==> src/rtl/multicycle_control.sv <==
// Control FSM for a multi-cycle MIPS datapath: sequences fetch/decode/execute/memory/writeback,
// stalls on the memory ready handshake and traps illegal opcodes or memory timeouts into FAULT.
module multicycle_control #(
   parameter int MEM_TIMEOUT = 16,
   parameter int TIMEOUT_EN  = 1
) (
   input  logic       clk,
   input  logic       reset_n,
   input  logic [5:0] opcode,
   input  logic [5:0] funct,
   input  logic       zero,
   input  logic       mem_ready,
   output logic       pc_we,
   output logic       ir_we,
   output logic       mem_req,
   output logic       mem_we,
   output logic       iord,
   output logic       reg_we,
   output logic [1:0] reg_dst,
   output logic [1:0] mem_to_reg,
   output logic       alu_src_a,
   output logic [1:0] alu_src_b,
   output logic [2:0] alu_op,
   output logic [1:0] pc_src,
   output logic       instr_done,
   output logic       fault,
   output logic [3:0] state
);

   localparam logic [3:0] S_RESET  = 4'd0;
   localparam logic [3:0] S_FETCH  = 4'd1;
   localparam logic [3:0] S_DECODE = 4'd2;
   localparam logic [3:0] S_MEMADR = 4'd3;
   localparam logic [3:0] S_MEMRD  = 4'd4;
   localparam logic [3:0] S_MEMWB  = 4'd5;
   localparam logic [3:0] S_MEMWR  = 4'd6;
   localparam logic [3:0] S_REX    = 4'd7;
   localparam logic [3:0] S_RWB    = 4'd8;
   localparam logic [3:0] S_IEX    = 4'd9;
   localparam logic [3:0] S_IWB    = 4'd10;
   localparam logic [3:0] S_BR     = 4'd11;
   localparam logic [3:0] S_JMP    = 4'd12;
   localparam logic [3:0] S_JAL    = 4'd13;
   localparam logic [3:0] S_JR     = 4'd14;
   localparam logic [3:0] S_FAULT  = 4'd15;

   localparam logic [5:0] OP_RTYPE = 6'h00;
   localparam logic [5:0] OP_J     = 6'h02;
   localparam logic [5:0] OP_JAL   = 6'h03;
   localparam logic [5:0] OP_BEQ   = 6'h04;
   localparam logic [5:0] OP_BNE   = 6'h05;
   localparam logic [5:0] OP_ADDI  = 6'h08;
   localparam logic [5:0] OP_XORI  = 6'h0E;
   localparam logic [5:0] OP_LW    = 6'h23;
   localparam logic [5:0] OP_SW    = 6'h2B;

   localparam logic [5:0] FN_JR    = 6'h08;
   localparam logic [5:0] FN_ADD   = 6'h20;
   localparam logic [5:0] FN_SUB   = 6'h22;
   localparam logic [5:0] FN_SLT   = 6'h2A;

   localparam logic [2:0] ALU_ADD  = 3'd0;
   localparam logic [2:0] ALU_SUB  = 3'd1;
   localparam logic [2:0] ALU_SLT  = 3'd2;
   localparam logic [2:0] ALU_XOR  = 3'd3;

   localparam int CNT_W = ($clog2(MEM_TIMEOUT + 1) > 4) ? $clog2(MEM_TIMEOUT + 1) : 4;

   logic [3:0]       cur;
   logic [3:0]       nxt;
   logic [CNT_W-1:0] wait_cnt;
   logic             mem_phase;
   logic             timeout;

   assign state     = cur;
   assign mem_phase = (cur == S_FETCH) || (cur == S_MEMRD) || (cur == S_MEMWR);
   // A ready on the last allowed cycle completes the access, so timeout requires !mem_ready.
   assign timeout   = mem_phase && !mem_ready && (TIMEOUT_EN != 0) &&
                      (wait_cnt == CNT_W'(MEM_TIMEOUT - 1));

   always_ff @(posedge clk or negedge reset_n) begin
      if (!reset_n) begin
         cur      <= S_RESET;
         wait_cnt <= '0;
      end else begin
         cur <= nxt;
         if (nxt != cur)
            wait_cnt <= '0;
         else if (mem_phase && !mem_ready && (wait_cnt != {CNT_W{1'b1}}))
            wait_cnt <= wait_cnt + 1'b1;
      end
   end

   always_comb begin
      nxt = cur;
      case (cur)
         S_RESET:  nxt = S_FETCH;
         S_FETCH:  nxt = mem_ready ? S_DECODE : (timeout ? S_FAULT : S_FETCH);
         S_DECODE: begin
            case (opcode)
               OP_LW, OP_SW:     nxt = S_MEMADR;
               OP_ADDI, OP_XORI: nxt = S_IEX;
               OP_BEQ, OP_BNE:   nxt = S_BR;
               OP_J:             nxt = S_JMP;
               OP_JAL:           nxt = S_JAL;
               OP_RTYPE: begin
                  case (funct)
                     FN_ADD, FN_SUB, FN_SLT: nxt = S_REX;
                     FN_JR:                  nxt = S_JR;
                     default:                nxt = S_FAULT;
                  endcase
               end
               default:          nxt = S_FAULT;
            endcase
         end
         S_MEMADR: nxt = (opcode == OP_SW) ? S_MEMWR : S_MEMRD;
         S_MEMRD:  nxt = mem_ready ? S_MEMWB : (timeout ? S_FAULT : S_MEMRD);
         S_MEMWR:  nxt = mem_ready ? S_FETCH : (timeout ? S_FAULT : S_MEMWR);
         S_REX:    nxt = S_RWB;
         S_IEX:    nxt = S_IWB;
         S_MEMWB, S_RWB, S_IWB, S_BR, S_JMP, S_JAL, S_JR: nxt = S_FETCH;
         S_FAULT:  nxt = S_FAULT;
         default:  nxt = S_FAULT;
      endcase
   end

   always_comb begin
      pc_we      = 1'b0;
      ir_we      = 1'b0;
      mem_req    = 1'b0;
      mem_we     = 1'b0;
      iord       = 1'b0;
      reg_we     = 1'b0;
      reg_dst    = 2'd0;
      mem_to_reg = 2'd0;
      alu_src_a  = 1'b0;
      alu_src_b  = 2'd0;
      alu_op     = ALU_ADD;
      pc_src     = 2'd0;
      instr_done = 1'b0;
      fault      = 1'b0;
      case (cur)
         S_FETCH: begin
            mem_req   = 1'b1;
            alu_src_b = 2'd1;
            ir_we     = mem_ready;
            pc_we     = mem_ready;
         end
         S_DECODE: alu_src_b = 2'd3;
         S_MEMADR: begin
            alu_src_a = 1'b1;
            alu_src_b = 2'd2;
         end
         S_MEMRD: begin
            mem_req = 1'b1;
            iord    = 1'b1;
         end
         S_MEMWB: begin
            reg_we     = 1'b1;
            mem_to_reg = 2'd1;
            instr_done = 1'b1;
         end
         S_MEMWR: begin
            mem_req    = 1'b1;
            mem_we     = 1'b1;
            iord       = 1'b1;
            instr_done = mem_ready;
         end
         S_REX: begin
            alu_src_a = 1'b1;
            alu_op    = (funct == FN_SUB) ? ALU_SUB : ((funct == FN_SLT) ? ALU_SLT : ALU_ADD);
         end
         S_RWB: begin
            reg_we     = 1'b1;
            reg_dst    = 2'd1;
            instr_done = 1'b1;
         end
         S_IEX: begin
            alu_src_a = 1'b1;
            alu_src_b = 2'd2;
            alu_op    = (opcode == OP_XORI) ? ALU_XOR : ALU_ADD;
         end
         S_IWB: begin
            reg_we     = 1'b1;
            instr_done = 1'b1;
         end
         S_BR: begin
            alu_src_a  = 1'b1;
            alu_op     = ALU_SUB;
            pc_src     = 2'd1;
            pc_we      = (opcode == OP_BNE) ? !zero : zero;
            instr_done = 1'b1;
         end
         S_JMP: begin
            pc_src     = 2'd2;
            pc_we      = 1'b1;
            instr_done = 1'b1;
         end
         // Regfile captures the PC that FETCH already advanced to PC+4.
         S_JAL: begin
            pc_src     = 2'd2;
            pc_we      = 1'b1;
            reg_we     = 1'b1;
            reg_dst    = 2'd2;
            mem_to_reg = 2'd2;
            instr_done = 1'b1;
         end
         S_JR: begin
            pc_src     = 2'd3;
            pc_we      = 1'b1;
            instr_done = 1'b1;
         end
         S_FAULT: fault = 1'b1;
         default: ;
      endcase
   end

endmodule

==> config.mk <==
export PLATFORM = sky130hd
export DESIGN_NAME = multicycle_control
export DESIGN_NICKNAME = d
export VERILOG_FILES = /design/src/rtl/multicycle_control.sv
export SDC_FILE = /design/constraint.sdc
export NUM_CORES = 1
export LEC_CHECK = 0
export BUFFER_PORTS_ARGS = -buffer_cell sky130_fd_sc_hd__buf_2
export CAP_MARGIN = 30
export CORE_MARGIN = 5
export CORE_UTILIZATION = 40
export CTS_CLUSTER_SIZE = 30
export DETAILED_ROUTE_END_ITERATION = 12
export HOLD_SLACK_MARGIN = 0.02
export PLACE_DENSITY_LB_ADDON = 0.05
export SYNTH_ARGS = -nofsm -noshare
export SYNTH_HDL_FRONTEND = slang
export SYNTH_SLANG_ARGS = --single-unit
export TNS_END_PERCENT = 50
==> constraint.sdc <==
create_clock -name clk -period 3.18 [get_ports clk]
set_clock_uncertainty 0.2 [all_clocks]
set_input_delay 0.636 -clock clk [delete_from_list [all_inputs] [get_ports clk]]
set_output_delay 0.636 -clock clk [all_outputs]
set_load 0.02 [all_outputs]
Word-level counts from Yosys, hierarchy flattened:

Cells that the tools add are included.

* logic and storage cells: 86
* output and inout bits: 24
* input bits: 16
* register bits after elaboration: 9

* eq/ne operators: 30
* reductions and logical operators: 23
* mux-type cells: 30
* add/subtract/negate cells: 1

Operators with widths (number)
* one-hot mux 4 bit (9 select lines): 1
* == test 4 bit (second input constant): 8
* == test 6 bit (second input constant): 5
* 2-to-1 mux 4 bit: 6
* one-hot mux 4 bit (6 select lines): 1
* == test 6 x 4 -> 1 bit (second input constant): 3
* one-hot mux 2 bit (3 select lines): 3
* == test 4 x 3 -> 1 bit (second input constant): 4
* == test 6 x 2 -> 1 bit (second input constant): 2
* == test 6 x 3 -> 1 bit (second input constant): 2
* OR reduction 2 bit: 6
* 2-to-1 mux 5 bit: 2
* OR reduction 3 bit: 3
* == test 4 x 2 -> 1 bit (second input constant): 2
* 2-to-1 mux 1 bit: 8
* 2-to-1 mux 2 bit: 4
* one-hot mux 2 bit (2 select lines): 2
* one-hot mux 4 bit (2 select lines): 1
* OR reduction 4 bit: 2
* OR reduction 8 bit: 1
* OR reduction 7 bit: 1
* logical NOT 6 bit: 1
* adder 5 x 1 -> 5 bit (second input constant): 1
* == test 5 x 4 -> 1 bit (second input constant): 1
* other kinds (10): 14

Longest topological paths before layout:

Gate-level depths: netlist of run 1.

* word-level depth: 10
* gate-level depth with buffers: 9
* mapped depth without buffers: 9

Worst setup path before layout of run 1:

OpenSTA, ideal clock, no wires.

* path kind: input port to output port
* start point: input opcode[1]
* end point: output pc_we
* slack: 0.320 ns
* cell stages on the path: 6
* data required time: 2.344 ns
* arrival time: 2.024 ns
* buffers on the path: 0
* cell sequence: or4b_1 -> nor3b_1 -> xnor2_1 -> or3_1 -> nand2_1 -> a21o_1

* word-level cells in the longest chain between the ends: 3

RTL lines
* start: declaration: line 9 `input logic [5:0] opcode,`
* == test 6 x 3 -> 1 bit: line 191 `pc_we = (opcode == OP_BNE) ? !zero : zero;`
* 2-to-1 mux 1 bit: line 191
* one-hot mux 1 bit (3 select lines): line 142 `case (cur)`
* end: declaration: line 13 `output logic pc_we,`

Every way passes these cells.

Worst setup path after layout of run 1:

Ends and elaborated chain as after synthesis.

==> results of run 1 <==
## stage by stage
stage / hold slack [ns] / total power (uW) / instances / util [%]
after floorplan: 0.1404 / 858.4 / 149 / -
after global placement: 0.2949 / 1049 / 213 / 48.40
after detailed placement: 0.2959 / 1061 / 213 / 48.40
after CTS: 0.3658 / 1155 / 218 / 49.71
after global routing: 0.3797 / 1242 / 218 / 49.89
final: 0.3514 / 1142 / 218 / 49.89
## where the power goes
part / internal (uW) / switching, uW / leakage, uW
sequential: 142 / 51.4 / 0.000119
clock: 48.1 / 36.4 / 0.0000150
combinational: 334 / 530 / 0.000543
## worst paths after layout
kind | to | cells after the start | slack (ns)
min in group asynchronous | wait_cnt[1] | 2 | 0.55
hold / removal | wait_cnt[3] | 2 | 0.35
setup reg to reg | wait_cnt[4] | 9 | 0.56
hold reg to reg | wait_cnt[3] | 2 | 0.35
max in group asynchronous | state[0] | 2 | 2.05
setup / recovery | pc_we | 8 | 0.07
## timing repair
action	CTS	global route
resized for setup	0	1
hold endpoints to repair	9	0
hold buffers	1	0
setup endpoints to repair	0	1
setup buffers	0	0
## synth_stat cells, types with 3 or more instances
library cell,instances,area (um2)
or3_1,3,18.77
o21ai_0,6,30.03
nor3_1,5,25.02
nand2_1,13,48.80
inv_1,4,15.01
nand3_1,4,20.02
nand2b_1,3,18.77
dfrtp_1,9,225.2
ha_1,3,37.54
clkbuf_1,3,11.26
xnor2_1,4,35.03
and3_1,4,25.02
a21oi_1,5,25.02
nand4_1,3,18.77
buf_4,3,22.52
nor4b_1,3,26.28
xor2_1,4,35.03
buf_6,3,33.78
and2_1,4,25.02
nor2_1,18,67.56
## state kept, by name, summed over array words and instances, names as in the netlist
register / count
state: 4
wait_cnt: 5
## logic make-up (layout without fill, tap and decap cells)
| logic type | after synthesis | after routing | share of synthesized area [%] |
|---|---|---|---|
| muxes | 2 | 2 | 1.713 |
| other | 1 | 1 | 0.3209 |
| AOI/OAI and AO/OA | 31 | 31 | 20.77 |
| buffers and inverters | 18 | 56 | 10.81 |
| and+or+nand+nor | 77 | 77 | 37.90 |
| xor gates and xnor gates | 8 | 8 | 5.995 |
| adders and majority gates | 3 | 3 | 3.212 |
| DFF | 9 | 9 | 19.27 |
## final cells by class
type | count | area (um2) | area share, %
clock buffer | 4 | 26.28 | 1.894
multi-input combinational | 122 | 822.0 | 59.24
timing repair buffer | 46 | 252.7 | 18.21
inverter | 6 | 22.52 | 1.623
sequential | 9 | 225.2 | 16.23
tap | 31 | 38.79 | 2.795
## per-layer routing
layer / vias up / routed length, um
li1: 610 / -
met1: 566 / 1424
met2: 39 / 1463
met3: 4 / 210
met4: 0 / 42
met5: - / 0
## critical path, stage by stage
cell,delay [ns]
buf_2,0.10
or4b_1,0.57
nor3b_2,0.20
xnor2_1,0.08
or3_1,0.30
nand2_1,0.10
a21o_1,0.12
buf_2,0.16
==> out/qor.log, run 1 <==
[status] status finished clean
[critical_path] launch point of the worst path opcode[1]
[yosys] register area share after synthesis 19.27%
[timing] Worst Setup Slack, final 0.06923 ns
[yosys] ys flop type dfrtp_1
[global_route] Global Route met3 Usage 3.503%
[finish] Layout area overhead 18.74%
[cts] CTS tree yes
[die] total core area 2781 um2
[routing] post-detailed-route count of antenna-violating nets 0
[pwr] ratio of total power to cell area 823.3 nW/um2
[cts] level count of the clock H-tree 1
[routing] mean number of vias per cell 5.592
[die] starting density of the core 42.02%
[critical_path] startpoint types input port
[die] number of placed I/O pins 40
[yosys] flop and latch count out of synthesis 9
[global_route] first-pass GRT wire length 5.319 mm
[finish] Final Cell Area 1388 um2
[finish] most frequent standard cell in the layout excluding fill and tap cells buf_2
[finish] highest-count cells in the layout ignoring fill and taps 38 x buf_2, 18 x nor2_1, 13 x nand2_1
[timing] Final setup violation count 0
[finish] number of filler cells placed in the layout 284
[routing] detailed-router iteration count before antenna repair 4
[critical_path] R2R Path Start wait_cnt[0]
[routing] sum of routed wire length over all layers 3.141 mm
[critical_path] data arrival time of the critical path 2.27 ns
[die] vertical die dimension 64.05 um
[timing] post-layout min period 3.111 ns
[timing] share of the clock period used by the worst path 97.82%
[timing] slew of the pin with the lowest slew margin 0.6169 ns
[yosys] nets in the synthesized netlist 168
[timing] final setup TNS 0 ns
[timing] count of final hold-check violations 0
[placement] number of input and output port buffers inserted 38
[placement] dpl hpwl 2.486 mm
[pwr] maximum VDD drop 0.5526 mV
[pwr] leakage dissipation 0.0006765 uW
[global_route] fraction of met1 tracks used by global routing 20.28%
[global_route] via count of the first global-routing pass 1200
[critical_path] Setup crit end kind primary output
[global_route] total global routing track utilization 15.61%
[routing] Starting DRT DRC Count 67
[yosys] Mapped Avg Cell Area 7.843 um2
[min_path] hold wc startpoint wait_cnt[3]
[global_route] maximum number of pins on one net before global-route repair 20
[cts] buffer levels on the longest clock path 2
[routing] vias post-DR 1219
[timing] max-slew violation count 0
[global_route] initial antenna violation count 0
[die] number of rows in the core area 19
[global_route] global routing met2 resource utilization 25.63%
[critical_path] Critical Path RT 2.34 ns
[finish] fraction of layout instances using a drive strength above 1 34.76%
[critical_path] critical path start-end classification in2out
[yosys] post-synthesis instance total 149
[finish] layout net count 207
[yosys] number of warnings issued by yosys 0
[critical_path] CP max FO 2
[yosys] Synth cell types 56
[placement] pre-CTS setup slack 0.04738 ns
[timing] headroom to the max-slew limit 58.29%
[timing] top achievable clock speed 0.3215 GHz
[placement] final estimated routing congestion in global placement 0.8194
[die] Die X 64.05 um
[global_route] overall overflow remaining after global route 0
[cts] Worst-path clk slew 0.05 ns
[yosys] number of enable flip-flop cells after synthesis 0
[flow_run] max-capacitance violation count 0
[routing] final routed DRC violation total 0
[cts] TritonCTS buffer count 3
[min_path] HP Class reg2reg
[finish] antenna cells 0
[placement] placed cell area 1346 um2
[cts] Clk Latency, worst-skew pair 0.26 ns
[yosys] share of synthesized registers carrying an async set or reset 100.0%
[die] area of the die 4102 um2
[yosys] post-synthesis instance area 1169 um2
[cts] CTS Sinks 9
[routing] average wire per cell in the routed design 14.41 um
[cts] Clock Tree Root clkbuf_4
[timing] setup repair after global routing missed its margin false
[global_route] Most Used Layer, Global Route met2
(Power assumes the default switching activity.)
==> inputs of run 2 (changes only) <==
--- a/config.mk
+++ b/config.mk
@@ -7,8 +7,8 @@
 export LEC_CHECK = 0
 export BUFFER_PORTS_ARGS = -buffer_cell sky130_fd_sc_hd__buf_2
 export CAP_MARGIN = 30
-export CORE_MARGIN = 5
 export CORE_UTILIZATION = 40
+export CTS_CLUSTER_DIAMETER = 200
 export CTS_CLUSTER_SIZE = 30
 export DETAILED_ROUTE_END_ITERATION = 12
 export HOLD_SLACK_MARGIN = 0.02
==> run 2 against run 1 <==
  * Core utilization grew 0.16 points
  * Power shrank 0.14%
  * Hold slack gained 0.014 ns
  * Clock-buffer cell count is the same
  * Sequential power grew 6%
  * Worst setup slack is essentially flat
  * Flip-flop and latch count is the same
  * Sequential share of layout area grew 0.088 points
  * Global-route usage grew 5.2 points
  * Die area shrank 23%
==> out/qor.log, run 2 (synthesis gave the netlist of run 1 again) <==
[global_route] first-pass GRT wire length 5.292 mm
[placement] pre-CTS setup slack 0.04354 ns
[cts] level count of the clock H-tree 1
[pwr] maximum VDD drop 0.5696 mV
[timing] count of final hold-check violations 0
[routing] detailed-router iteration count before antenna repair 5
[die] starting density of the core 42.38%
[cts] Clock Tree Root clkbuf_4
[finish] highest-count cells in the layout ignoring fill and taps 38 x buf_2, 18 x nor2_1, 13 x nand2_1
[finish] fraction of layout instances using a drive strength above 1 34.41%
[placement] final estimated routing congestion in global placement 0.9881
[placement] dpl hpwl 2.356 mm
[timing] final setup TNS 0 ns
[critical_path] data arrival time of the critical path 2.27 ns
[timing] post-route worst hold slack 0.3655 ns
[routing] Starting DRT DRC Count 49
[die] number of placed I/O pins 40
[global_route] initial antenna violation count 0
[timing] Final setup violation count 0
[routing] mean number of vias per cell 5.594
[finish] largest register by flop count wait_cnt
[min_path] HP Class reg2reg
[timing] slew of the pin with the lowest slew margin 0.6081 ns
[routing] final routed DRC violation total 0
[timing] post-layout min period 3.111 ns
[global_route] maximum number of pins on one net before global-route repair 19
[cts] buffer levels on the longest clock path 2
[status] status finished clean
[timing] Worst Setup Slack, final 0.06932 ns
[finish] most frequent standard cell in the layout excluding fill and tap cells buf_2
[cts] Worst-path clk slew 0.06 ns
[critical_path] startpoint types input port
[critical_path] WP buf/inv 2
[die] number of rows in the core area 19
[finish] layout net count 206
[critical_path] cell repeated most along the worst path buf_2
[critical_path] CP top delay family simple AND/OR/NAND/NOR gates
[critical_path] CP max FO 5
[finish] max FFs per register 5
[critical_path] R2R Path Start wait_cnt[0]
[finish] antenna cells 0
[timing] top achievable clock speed 0.3215 GHz
[routing] vias post-DR 1214
[critical_path] cell with the largest stage delay on the worst path or4b_1
[pwr] overall power after layout 1141 uW
[routing] post-detailed-route count of antenna-violating nets 0
[critical_path] launch point of the worst path opcode[3]
[cts] Clk Latency, worst-skew pair 0.26 ns
[critical_path] Critical Path RT 2.34 ns
[die] area of the die 3142 um2
[critical_path] Critical Path Max Stage Delay 0.56 ns
[pwr] ratio of total power to cell area 826.6 nW/um2
[critical_path] critical path start-end classification in2out
[cts] post-CTS setup buffers 0
[pwr] leakage dissipation 0.0006717 uW
[die] Die X 56.05 um
[cts] CTS Sinks 9
[routing] average wire per cell in the routed design 14.09 um
[timing] headroom to the max-slew limit 58.89%
[routing] sum of routed wire length over all layers 3.058 mm
[min_path] hold wc startpoint wait_cnt[1]
[cts] TritonCTS buffer count 3
[timing] max-slew violation count 0
[timing] setup repair after global routing missed its margin false
[global_route] total global routing track utilization 20.83%
[die] total core area 2758 um2
[timing] share of the clock period used by the worst path 97.82%
[critical_path] Setup crit end kind primary output
[global_route] via count of the first global-routing pass 1199
[flow_run] max-capacitance violation count 0
[finish] Layout area overhead 18.09%
[finish] number of filler cells placed in the layout 284
[critical_path] worst-path cell chain buf_2 -> or4b_1 -> nor3b_2 -> xnor2_1 -> or3_1 -> nand2_1 -> a21o_1 -> buf_2
[placement] number of input and output port buffers inserted 38
[cts] CTS tree yes
[die] vertical die dimension 56.05 um
[global_route] overall overflow remaining after global route 0
run 2: worst paths after layout:
path                               end  slack [ns]  depth (start not counted)
min in group asynchronous  wait_cnt[0]        0.55                          2
hold reg to reg            wait_cnt[1]        0.37                          2
max in group asynchronous     state[0]        2.05                          2
hold / removal             wait_cnt[1]        0.37                          2
setup reg to reg           wait_cnt[4]        0.54                          9
setup / recovery                 pc_we        0.07                          8
run 2: stage by stage:
step                util [%]  std cells  area (um2)
detailed placement     48.55        212        1339
finish                 50.05        217        1380
CTS                    49.86        217        1375
global route           50.05        217        1380
floorplan                  -        149        1169
global placement       48.55        212        1339
run 2: cell type report:
cell class | instances | area [um2] | share of cell area, %
inverters | 6 | 22.52 | 1.632
well taps | 31 | 38.79 | 2.811
multi-input cells | 122 | 822.0 | 59.56
clock buffers | 4 | 26.28 | 1.904
repair buffers | 45 | 245.2 | 17.77
flip-flops and latches | 9 | 225.2 | 16.32
run 2: report_power, final:
part	switching, uW	internal (uW)
Sequential	63.6	142
Combinational	516	334
Clock	36.9	48.2
Total	617	524
run 2: timing repair:
item	4_1_cts	5_1_grt
setup endpoints to repair	0	1
hold buffers	1	0
gates resized for setup	0	1
hold endpoints to repair	4	0
run 2: tightest hold or removal path, stage by stage, from the launching register on:
cell and delay [ns]:
dfrtp_1 0.37, mux2i_1 0.08, nor2_1 0.08
run 2: per-layer routing:
metal	vias up	track usage, %	share of wire, %
met2	41	33.50	46
met5	-	0	0
met3	2	4.884	5.7
li1	607	-	-
met4	0	5.923	0.69
met1	564	27.81	47
==> inputs of run 3 (changes only) <==
--- a/config.mk
+++ b/config.mk
@@ -7,12 +7,12 @@
 export LEC_CHECK = 0
 export BUFFER_PORTS_ARGS = -buffer_cell sky130_fd_sc_hd__buf_2
 export CAP_MARGIN = 30
-export CORE_UTILIZATION = 40
+export CORE_UTILIZATION = 50
 export CTS_CLUSTER_DIAMETER = 200
 export CTS_CLUSTER_SIZE = 30
 export DETAILED_ROUTE_END_ITERATION = 12
 export HOLD_SLACK_MARGIN = 0.02
-export PLACE_DENSITY_LB_ADDON = 0.05
+export PLACE_DENSITY = 0.77
 export SYNTH_ARGS = -nofsm -noshare
 export SYNTH_HDL_FRONTEND = slang
 export SYNTH_SLANG_ARGS = --single-unit
==> constraint.sdc (replaced) <==
create_clock -name clk -period 3.18 [get_ports clk]
set_clock_uncertainty 0.2 [all_clocks]
set_input_delay 0.159 -clock clk [delete_from_list [all_inputs] [get_ports clk]]
set_output_delay 0.159 -clock clk [all_outputs]
set_load 0.02 [all_outputs]
==> run 3 against run 2 <==
  * Global-route usage grew 4.8 points
  * Clock-buffer cell count is the same
  * Register-to-register slack gained 0.07 ns
  * Core utilization grew 11 points
  * Largest power group unchanged
  * Non-clock buffer count shrank 2
  * Sequential power grew 10%
  * Combinational power shrank 3.3%
  * Cell area shrank 1.7%
  * Hold slack lost 0.29 ns
  * Final cell count shrank 2.3%
  * Critical path type is now reg2reg
  * Via count grew 0.58%
  * Die area shrank 19%
==> out/qor.log, run 3 (synthesis gave the netlist of run 1 again) <==
[status] status finished clean
[critical_path] data arrival time of the critical path 2.54 ns
[routing] average wire per cell in the routed design 14.12 um
[routing] detailed-router iteration count before antenna repair 4
[die] area of the die 2535 um2
[timing] max-slew violation count 0
[routing] post-detailed-route count of antenna-violating nets 0
[critical_path] R2R Path Start state[0]
[finish] most frequent standard cell in the layout excluding fill and tap cells buf_2
[routing] mean number of vias per cell 5.759
[critical_path] cell with the largest stage delay on the worst path dfrtp_1
[finish] antenna cells 0
[finish] max FFs per register 5
[global_route] overall overflow remaining after global route 0
[critical_path] R2R Setup Slk 0.61 ns
[routing] sum of routed wire length over all layers 2.994 mm
[cts] CTS tree yes
[timing] top achievable clock speed 0.3895 GHz
[finish] area of the multi-input gates 817.0 um2
[critical_path] Critical Path Max Stage Delay 0.61 ns
[die] starting density of the core 52.83%
[timing] setup repair after global routing missed its margin false
[finish] highest-count cells in the layout ignoring fill and taps 38 x buf_2, 18 x nor2_1, 13 x nand2_1
[finish] storage element area 225.2 um2
[critical_path] Critical Path RT 3.15 ns
[timing] slew of the pin with the lowest slew margin 0.6432 ns
[finish] Layout area overhead 16.06%
[timing] headroom to the max-slew limit 57.12%
[placement] number of input and output port buffers inserted 38
[critical_path] Setup crit end kind register
[min_path] HP Class in2async
[finish] final cell utilization of the core 61.31%
[die] number of rows in the core area 17
[timing] share of the clock period used by the worst path 80.74%
[finish] largest register by flop count wait_cnt
[routing] vias post-DR 1221
[routing] final routed DRC violation total 0
[critical_path] startpoint types register
[global_route] total global routing track utilization 25.60%
[cts] Clock Tree Root clkbuf_4
[timing] Final setup violation count 0
[die] number of placed I/O pins 40
[die] total core area 2212 um2
[critical_path] cell repeated most along the worst path o211ai_1
[critical_path] worst-path cell chain nor4b_1 -> o211ai_1 -> o211ai_1 -> xnor2_1 -> nand4_2 -> a211oi_2
[cts] CTS Sinks 9
[timing] count of final hold-check violations 0
[cts] buffer levels on the longest clock path 2
[finish] number of filler cells placed in the layout 226
[critical_path] Worst R2R Path Depth 6
[die] Die X 50.35 um
[routing] Starting DRT DRC Count 27
[cts] level count of the clock H-tree 1
[critical_path] r2r endpoint wait_cnt[4]
[critical_path] critical path start-end classification reg2reg
[critical_path] CP max FO 21
[timing] final setup TNS 0 ns
[die] vertical die dimension 50.35 um
[global_route] first-pass GRT wire length 4.961 mm
[cts] Worst-path clk slew 0.05 ns
[pwr] leakage dissipation 0.0006611 uW
[placement] dpl hpwl 2.337 mm
[global_route] initial antenna violation count 0
[pwr] ratio of total power to cell area 835.0 nW/um2
[finish] layout net count 204
[flow_run] max-capacitance violation count 0
[global_route] via count of the first global-routing pass 1147
[placement] final estimated routing congestion in global placement 0.8524
[timing] post-layout min period 2.567 ns
[cts] TritonCTS buffer count 3
[finish] fraction of layout instances using a drive strength above 1 33.15%
[cts] post-CTS setup buffers 0
[global_route] maximum number of pins on one net before global-route repair 22
[pwr] maximum VDD drop 0.4785 mV
[cts] Clk Latency, worst-skew pair 0.25 ns
==> run 3: cell types whose count changed in the layout (fill, tap and decap cells not counted) <==
| cell | before | now |
|---|---|---|
| buf_4 | 6 | 4 |
| nor3b_1 | 0 | 1 |
| nor3b_2 | 2 | 1 |
==> run 3: worst max-delay path: cells and delay by family, from the launching register on <==
| family | cells | cell delay (ns) |
|---|---|---|
| xor gates and xnor gates | 1 | 0.17 |
| DFF | 1 | 0.61 |
| AOI/OAI and AO/OA | 3 | 0.70 |
| and+or+nand+nor | 2 | 0.80 |
==> run 3: worst max path at each step <==
stage | from | end | slack [ns] | cells after the start
after floorplan | wait_cnt[0] | wait_cnt[4] | 0.84 | 9
after global placement | state[0] | wait_cnt[2] | 0.67 | 6
after detailed placement | state[0] | wait_cnt[4] | 0.65 | 6
after CTS | state[0] | wait_cnt[4] | 0.64 | 6
after global routing | state[0] | wait_cnt[4] | 0.37 | 6
final | state[0] | wait_cnt[4] | 0.61 | 6
==> run 3: repair_timing <==
| action | CTS | global route |
|---|---|---|
| resized for setup | 0 | 0 |
| hold buffers | 1 | 0 |
| hold endpoints to repair | 9 | 0 |
==> run 3: report_power, final <==
part	switching [uW]	total [uW]	internal, uW
Combinational	497	822	326
Clock	35.1	83.1	48.0
Sequential	85.5	227	142
Total	617	1130	515
==> run 3: cell type report <==
| cell class | instances | area share (%) |
|---|---|---|
| Clock buffer | 4 | 1.937 |
| Inverter | 6 | 1.661 |
| Multi-Input combinational cell | 122 | 60.24 |
| Sequential cell | 9 | 16.61 |
| Tap cell | 28 | 2.583 |
| Timing Repair Buffer | 43 | 16.97 |
==> run 3: through the flow <==
step	cell area (um2)	cells	total power [uW]	hold slack [ns]	setup WS, ns
after floorplan	1169	149	858.4	-0.3366	0.8414
after global placement	1320	207	1016	-0.1878	0.6741
after detailed placement	1320	207	1042	-0.1843	0.6494
after CTS	1356	212	1131	0.07563	0.6374
after global routing	1356	212	1219	0.08802	0.3738
final	1356	212	1132	0.07870	0.6125
==> run 3: layer usage <==
metal | vias to the layer above | global-route usage, % | part of all wire (%)
li1 | 603 | - | -
met5 | - | 0 | 0
met2 | 32 | 46.22 | 50
met3 | 9 | 3.030 | 3.9
met1 | 577 | 30.37 | 44
met4 | 0 | 10.19 | 2.4
